[src/rtl/cmd_reply.sv]
// Reply packet formatter: emits KEY, the captured word as uppercase ASCII hex
// (most significant nibble first), then a line feed, over a valid/ready byte link.
module cmd_reply #(
  parameter logic [7:0] KEY    = "a",
  parameter int         DATA_W = 16
) (
  input  logic              clk,
  input  logic              rst_n,
  input  logic              start,
  input  logic [DATA_W-1:0] data,
  output logic              busy,
  output logic [7:0]        out_byte,
  output logic              out_valid,
  input  logic              tx_ready,
  output logic              done,
  output logic [1:0]        dbg_state
);

  // Handshake: a byte moves on a clk edge where out_valid & tx_ready; while
  // out_valid is high and tx_ready is low, out_byte holds its value, and
  // out_valid stays high from the KEY byte through the line feed.

  localparam int         NIBBLES  = DATA_W / 4;
  localparam logic [3:0] LAST_NIB = 4'(NIBBLES - 1);

  typedef enum logic [1:0] {S_IDLE, S_KEY, S_HEX, S_EOL} state_e;

  state_e            state_q, state_d;
  logic [DATA_W-1:0] data_q, data_d;
  logic [3:0]        nib_q, nib_d;
  logic [7:0]        byte_q, byte_d;
  logic              valid_q, valid_d;
  logic              busy_q, busy_d;
  logic              done_q, done_d;
  logic              xfer;

  function automatic logic [7:0] hex_char(input logic [3:0] n);
    return (n < 4'd10) ? (8'h30 + {4'h0, n}) : (8'h37 + {4'h0, n});
  endfunction

  assign xfer = valid_q & tx_ready;

  always_comb begin
    state_d = state_q;
    data_d  = data_q;
    nib_d   = nib_q;
    byte_d  = byte_q;
    valid_d = valid_q;
    busy_d  = busy_q;
    done_d  = 1'b0;
    case (state_q)
      S_IDLE: begin
        if (start) begin
          state_d = S_KEY;
          data_d  = data;
          nib_d   = '0;
          byte_d  = KEY;
          valid_d = 1'b1;
          busy_d  = 1'b1;
        end
      end
      S_KEY: begin
        // The word is shifted left so the next nibble is always at the top.
        if (xfer) begin
          state_d = S_HEX;
          byte_d  = hex_char(data_q[DATA_W-1 -: 4]);
          data_d  = data_q << 4;
          nib_d   = '0;
        end
      end
      S_HEX: begin
        if (xfer) begin
          if (nib_q == LAST_NIB) begin
            state_d = S_EOL;
            byte_d  = 8'h0A;
          end else begin
            nib_d  = nib_q + 4'd1;
            byte_d = hex_char(data_q[DATA_W-1 -: 4]);
            data_d = data_q << 4;
          end
        end
      end
      S_EOL: begin
        if (xfer) begin
          state_d = S_IDLE;
          valid_d = 1'b0;
          busy_d  = 1'b0;
          done_d  = 1'b1;
        end
      end
      default: state_d = S_IDLE;
    endcase
  end

  always_ff @(posedge clk or negedge rst_n) begin
    if (!rst_n) begin
      state_q <= S_IDLE;
      data_q  <= '0;
      nib_q   <= '0;
      byte_q  <= '0;
      valid_q <= 1'b0;
      busy_q  <= 1'b0;
      done_q  <= 1'b0;
    end else begin
      state_q <= state_d;
      data_q  <= data_d;
      nib_q   <= nib_d;
      byte_q  <= byte_d;
      valid_q <= valid_d;
      busy_q  <= busy_d;
      done_q  <= done_d;
    end
  end

  assign busy      = busy_q;
  assign out_byte  = byte_q;
  assign out_valid = valid_q;
  assign done      = done_q;
  assign dbg_state = state_q;

endmodule

[config.mk]
export PLATFORM = sky130hd
export DESIGN_NAME = cmd_reply
export DESIGN_NICKNAME = d
export VERILOG_FILES = /design/src/rtl/cmd_reply.sv
export SDC_FILE = /design/constraint.sdc
export NUM_CORES = 1
export LEC_CHECK = 0
export CAP_MARGIN = 20
export CORE_AREA = 2 2 58 60
export CTS_CLUSTER_SIZE = 24
export DETAILED_ROUTE_END_ITERATION = 10
export DIE_AREA = 0 0 60 62
export PLACE_DENSITY_LB_ADDON = 0.12
export SYNTH_ARGS = -nofsm -noshare
export SYNTH_HDL_FRONTEND = slang
export SYNTH_SLANG_ARGS = --single-unit
[constraint.sdc]
create_clock -name clk -period 4.9 [get_ports clk]
set_clock_uncertainty 0.2 [all_clocks]
set_input_delay 0.735 -clock clk [delete_from_list [all_inputs] [get_ports clk]]
set_output_delay 0.735 -clock clk [all_outputs]
set_load 0.05 [all_outputs]
**Yosys cells after proc, flatten, opt, wreduce, memory -nomap -nowiden**

Cells that the tools add are included.

- Flip-flop bits (word level): 32
- Memories kept: 0
- Bits in writable memories: 0
- Memory bits (read-only): 0
- Input port bits: 20
- Bits in latches: 0
- Output and inout bits: 13

- Magnitude comparators: 1
- Eq/ne operators: 10
- Bitwise gates (word level): 1
- Multiply operators: 0
- Divide/modulo/power cells: 0
- Reductions and logical operators: 7
- Add/sub/neg operators: 3
- Shifts and indexed selects: 0
- Muxes and demuxes: 27

Operators by type and width:

| cell | count |
|---|---|
| 16-bit 2-to-1 mux | 4 |
| 16-bit one-hot mux with 3 select lines | 1 |
| 8-bit 2-to-1 mux | 3 |
| 8-bit one-hot mux with 3 select lines | 1 |
| 4-bit 2-to-1 mux | 4 |
| 6-bit by 4-bit adder with 7-bit output (first input constant) | 2 |
| 7-bit 2-to-1 mux | 2 |
| 2-bit inequality test (second input constant) | 6 |
| 4-bit one-hot mux with 3 select lines | 1 |
| 2-bit 2-to-1 mux | 5 |
| 5-bit AND reduction | 2 |
| 2-bit one-hot mux with 4 select lines | 1 |
| 4-bit by 1-bit adder with 4-bit output (second input constant) | 1 |
| 2-bit equality test (second input constant) | 2 |
| 4-bit by 2-bit equality test with 1-bit output (second input constant) | 1 |
| 4-bit < comparator (second input constant) | 1 |
| 1-bit 2-to-1 mux | 4 |
| 4-bit AND reduction | 1 |
| 3-bit AND reduction | 1 |
| 3-bit nonzero test | 1 |
| 2-bit by 1-bit equality test with 1-bit output (second input constant) | 1 |
| 2-bit zero test | 1 |
| 1-bit one-hot mux with 2 select lines | 1 |
| 2-bit nonzero test | 1 |
| 1-bit bitwise AND | 1 |

**Longest topological paths before layout**

- Depth in word-level cells: 5
- Gate-level depth with buffers: 8
- Depth with buffers taken out: 6

**Least setup slack after synthesis**

OpenSTA, ideal clock, no wires.

- Path kind: reg-to-reg
- Start: register state_q[0] (netlist: dbg_state[0])
- End: register nib_q[3]
- Path slack: 2321 ps
- Setup time: 69 ps
- Cell stages (with the launch flop): 8
- Arrival: 2310 ps
- Cell sequence: dfrtp_1 > inv_1 > ha_1 > buf_6 > a2bb2oi_2 > or3_1 > or4b_1 > nand3_1

- Word-level cells in the longest chain between the ends: 3
- Elaborated cells on any way between the ends: 10
- Those cells by class: 6 x eq/ne; 1 x mux; 3 x reduce/logical

Ends and longest elaborated chain:

| element | RTL line | source |
|---|---|---|
| start: declaration | 28 | `state_e state_q, state_d;` |
| start signal: assignment | 105 | `state_q <= state_d;` |
| 2-bit equality test, or another cell as far along | 51 | `case (state_q)` |
| 2-bit inequality test (no line) or 3-bit nonzero test (tied branches) | n/a |  |
| 5-bit AND reduction (no line) | n/a |  |
| end signal: assignment | 107 | `nib_q <= nib_d;` |
| end: declaration | 30 | `logic [3:0] nib_q, nib_d;` |

Parallel ways exist; a longest one is shown, timed or not.
A chain may end at the register's enable or synchronous reset.

==> impl_metrics.ini <==
[outcome]
status = finished clean

[clock_network]
cts_tree = done
root_buffer = clkbuf_4
clock_latency_ns = 0.34
clk_pin_slew_ns = 0.10
clock_sinks = 31
cts_setup_buffers = 0
cts_buffer_depth = 2
cts_resized = 0
ctsHtreeMaxLevel = 2
hold_buffers = 0
numCtsBuffers = 5

[setup_path]
cp_top_family = buffers and inverters
endpoint = out_valid
crit_type = register to primary output
crit_buf_inv = 1
path_cells = clkdlybuf4s50_1
r2r_slack_ns = 2.44
crit_path_max_incr_delay_ns = 0.84
r2r-end = out_byte[6]
cpMaxStageDelayCell = clkdlybuf4s50_1
cp_data_arrival_time_ns = 1.64
startpoint = busy
worst_setup_path_start_kind = register
endpoint_kind = primary output
r2r_start = dbg_state[0]
crit_required_ns = 3.96
critical_path_peak_fanout = 6
rr_worst_depth = 6
path_depth = 1

[yosys]
synthArstFlopShare_pct = 100
yosys_warnings = 0
yosysSeqAreaShare_pct = 47.7
synth_most_common_cell = dfrtp_1
synth_area_leaders = dfrtp_1 (48%), mux2i_1 (8.0%), ha_1 (5.4%), nor2_1 (4.6%), a21oi_1 (4.3%)
ys.flop_type = dfrtp_1
synth.avg_cell_area_um2 = 9.87
synth_edf_count = 0
synthCells = 165
synthDistinctLibCells = 34
synth_nets = 192
ys_ff_latch = 31
synth_top_area_share_pct = 47.7
synth_area_um2 = 1630
synth_largest_area_cell = dfrtp_1
synth_common_cells = dfrtp_1 (31), nor2_1 (20), a21oi_1 (14)

[layout]
drive_gt1_share_pct = 6.60
nets = 223
syn_to_final_growth_pct = 23.5
antenna_cells = 0
nFillCells = 256
postLayoutCellArea_um2 = 2010

[place]
hpwl_um = 2230
gp_congestion = 0.799
io_buffers = 31
pre_cts_ws_ns = 2.12
dpl-instance-area_um2 = 1960

[global_route]
grt_use_met1_pct = 20.9
grt_pass1_vias = 1174
overflow = 0
grt_pass1_wl_um = 5040
antenna_found_initial = 0
grt_max_degree = 35
grt-busiest-layer = met2
gr-usage-met3_pct = 6.83
use_met2_pct = 31.2
grt_use_total_pct = 18.7

[floorplanning]
die_area_um2 = 3720
start_util_pct = 51.2
num_rows = 21
coreArea_um2 = 3180
fp.dieW_um = 60
die_h_um = 62
ios = 33

[timing]
fin_setup_tns_ns = 0
drv_slew = 0
rsz0062_at_grt = false
finalSetupViolCount = 0
finalCritPeriodShare_pct = 52.6
worst_slew_pin_slew_ns = 0.921
fin_crit_ns = 2.58
slew_headroom_pct = 38.6
holdWs_ns = 0.286
max_freq_mhz = 388
setup_slack_ns = 2.32
hold_violations = 0

[detailed_routing]
vias_per_cell = 5.21
via_count = 1266
drt_iter0_drc = 49
firstDrtPassIters = 4
drc_errors = 0
postRouteAntennaNets = 0
post_drt_wl_per_cell_um = 12.8
finalWirelength_um = 3120

[min_path]
hp-class = register to register

[pwr]
power_density_nw_per_um2 = 224
power_leakage_nw = 0.919
vdd_drop_max_mv = 0.159

[flow_run]
maxCapViolations = 0
## cells by family (layout without fill, tap and decap cells)
kind of cell             Yosys count  after routing  share of synthesized area (%)
adder cells (fa/ha/maj)            7              7                           5.38
flip-flops                        31             31                           47.7
buffers and inverters             22             54                           6.07
AO/OA/AOI/OAI                     40             40                           15.7
multiplexers                      14             14                           8.69
AND/OR/NAND/NOR                   49             49                           15.8
other                              1              1                          0.230
XOR/XNOR                           1              1                          0.538
## area by class of cell
cell class                      count  area [µm²]  area share (%)
Timing Repair Buffer               33         325            16.2
Clock inverter                      1        5.00           0.249
Clock buffer                        7        45.0            2.24
Inverter                           13        48.8            2.43
Tap cell                           46        57.6            2.86
Sequential cell                    31         776            38.6
Multi-Input combinational cell    112         753            37.5
## how the worst min path moves through the flow
stage / from / endpoint / slack [ns] / depth (start not counted)
after floorplan: rst_n / busy / 0.24 / 0
after global placement: out_byte[3] / out_byte[3] / 0.27 / 2
after detailed placement: out_byte[3] / out_byte[3] / 0.27 / 2
after CTS: out_byte[3] / out_byte[3] / 0.30 / 2
after global routing: out_byte[0] / out_byte[0] / 0.34 / 1
final: out_byte[3] / out_byte[3] / 0.29 / 2
## registers in the layout (all words and copies together) (netlist names)
register and count:
data_q 16, nib_q 4, dbg_state 2, out_byte 7, busy 1, done 1
## power by group
part	switching [W]	internal (W)
clock	0.0000879	0.0000558
sequential	0.00000477	0.000262
combinational	0.0000175	0.0000220
## stage by stage
stage          power [W]  instances  util [%]
3_3_place_gp    0.000310        235      61.7
4_1_cts         0.000457        243      63.2
3_5_place_dp    0.000312        235      61.7
5_1_grt         0.000476        243      63.2
6_report        0.000450        243      63.2
2_1_floorplan   0.000288        165         -
## cell usage in the layout (no fill, tap or decap), types with 3 or more instances in the layout
master / count
nand2_1: 9
nor2_1: 20
inv_1: 13
dfrtp_1: 31
nand3_1: 6
ha_1: 7
mux2i_1: 13
o21a_1: 3
nand3b_1: 5
clkdlybuf4s50_1: 31
clkbuf_4: 5
o21ai_0: 11
a21oi_1: 14
## metal layers
metal,up-vias,share of wire (%)
met4,0,2.4
met3,8,5.1
met1,592,44
met5,-,0
li1,633,-
met2,33,48
Note: power is estimated with default switching activity, not from simulation.
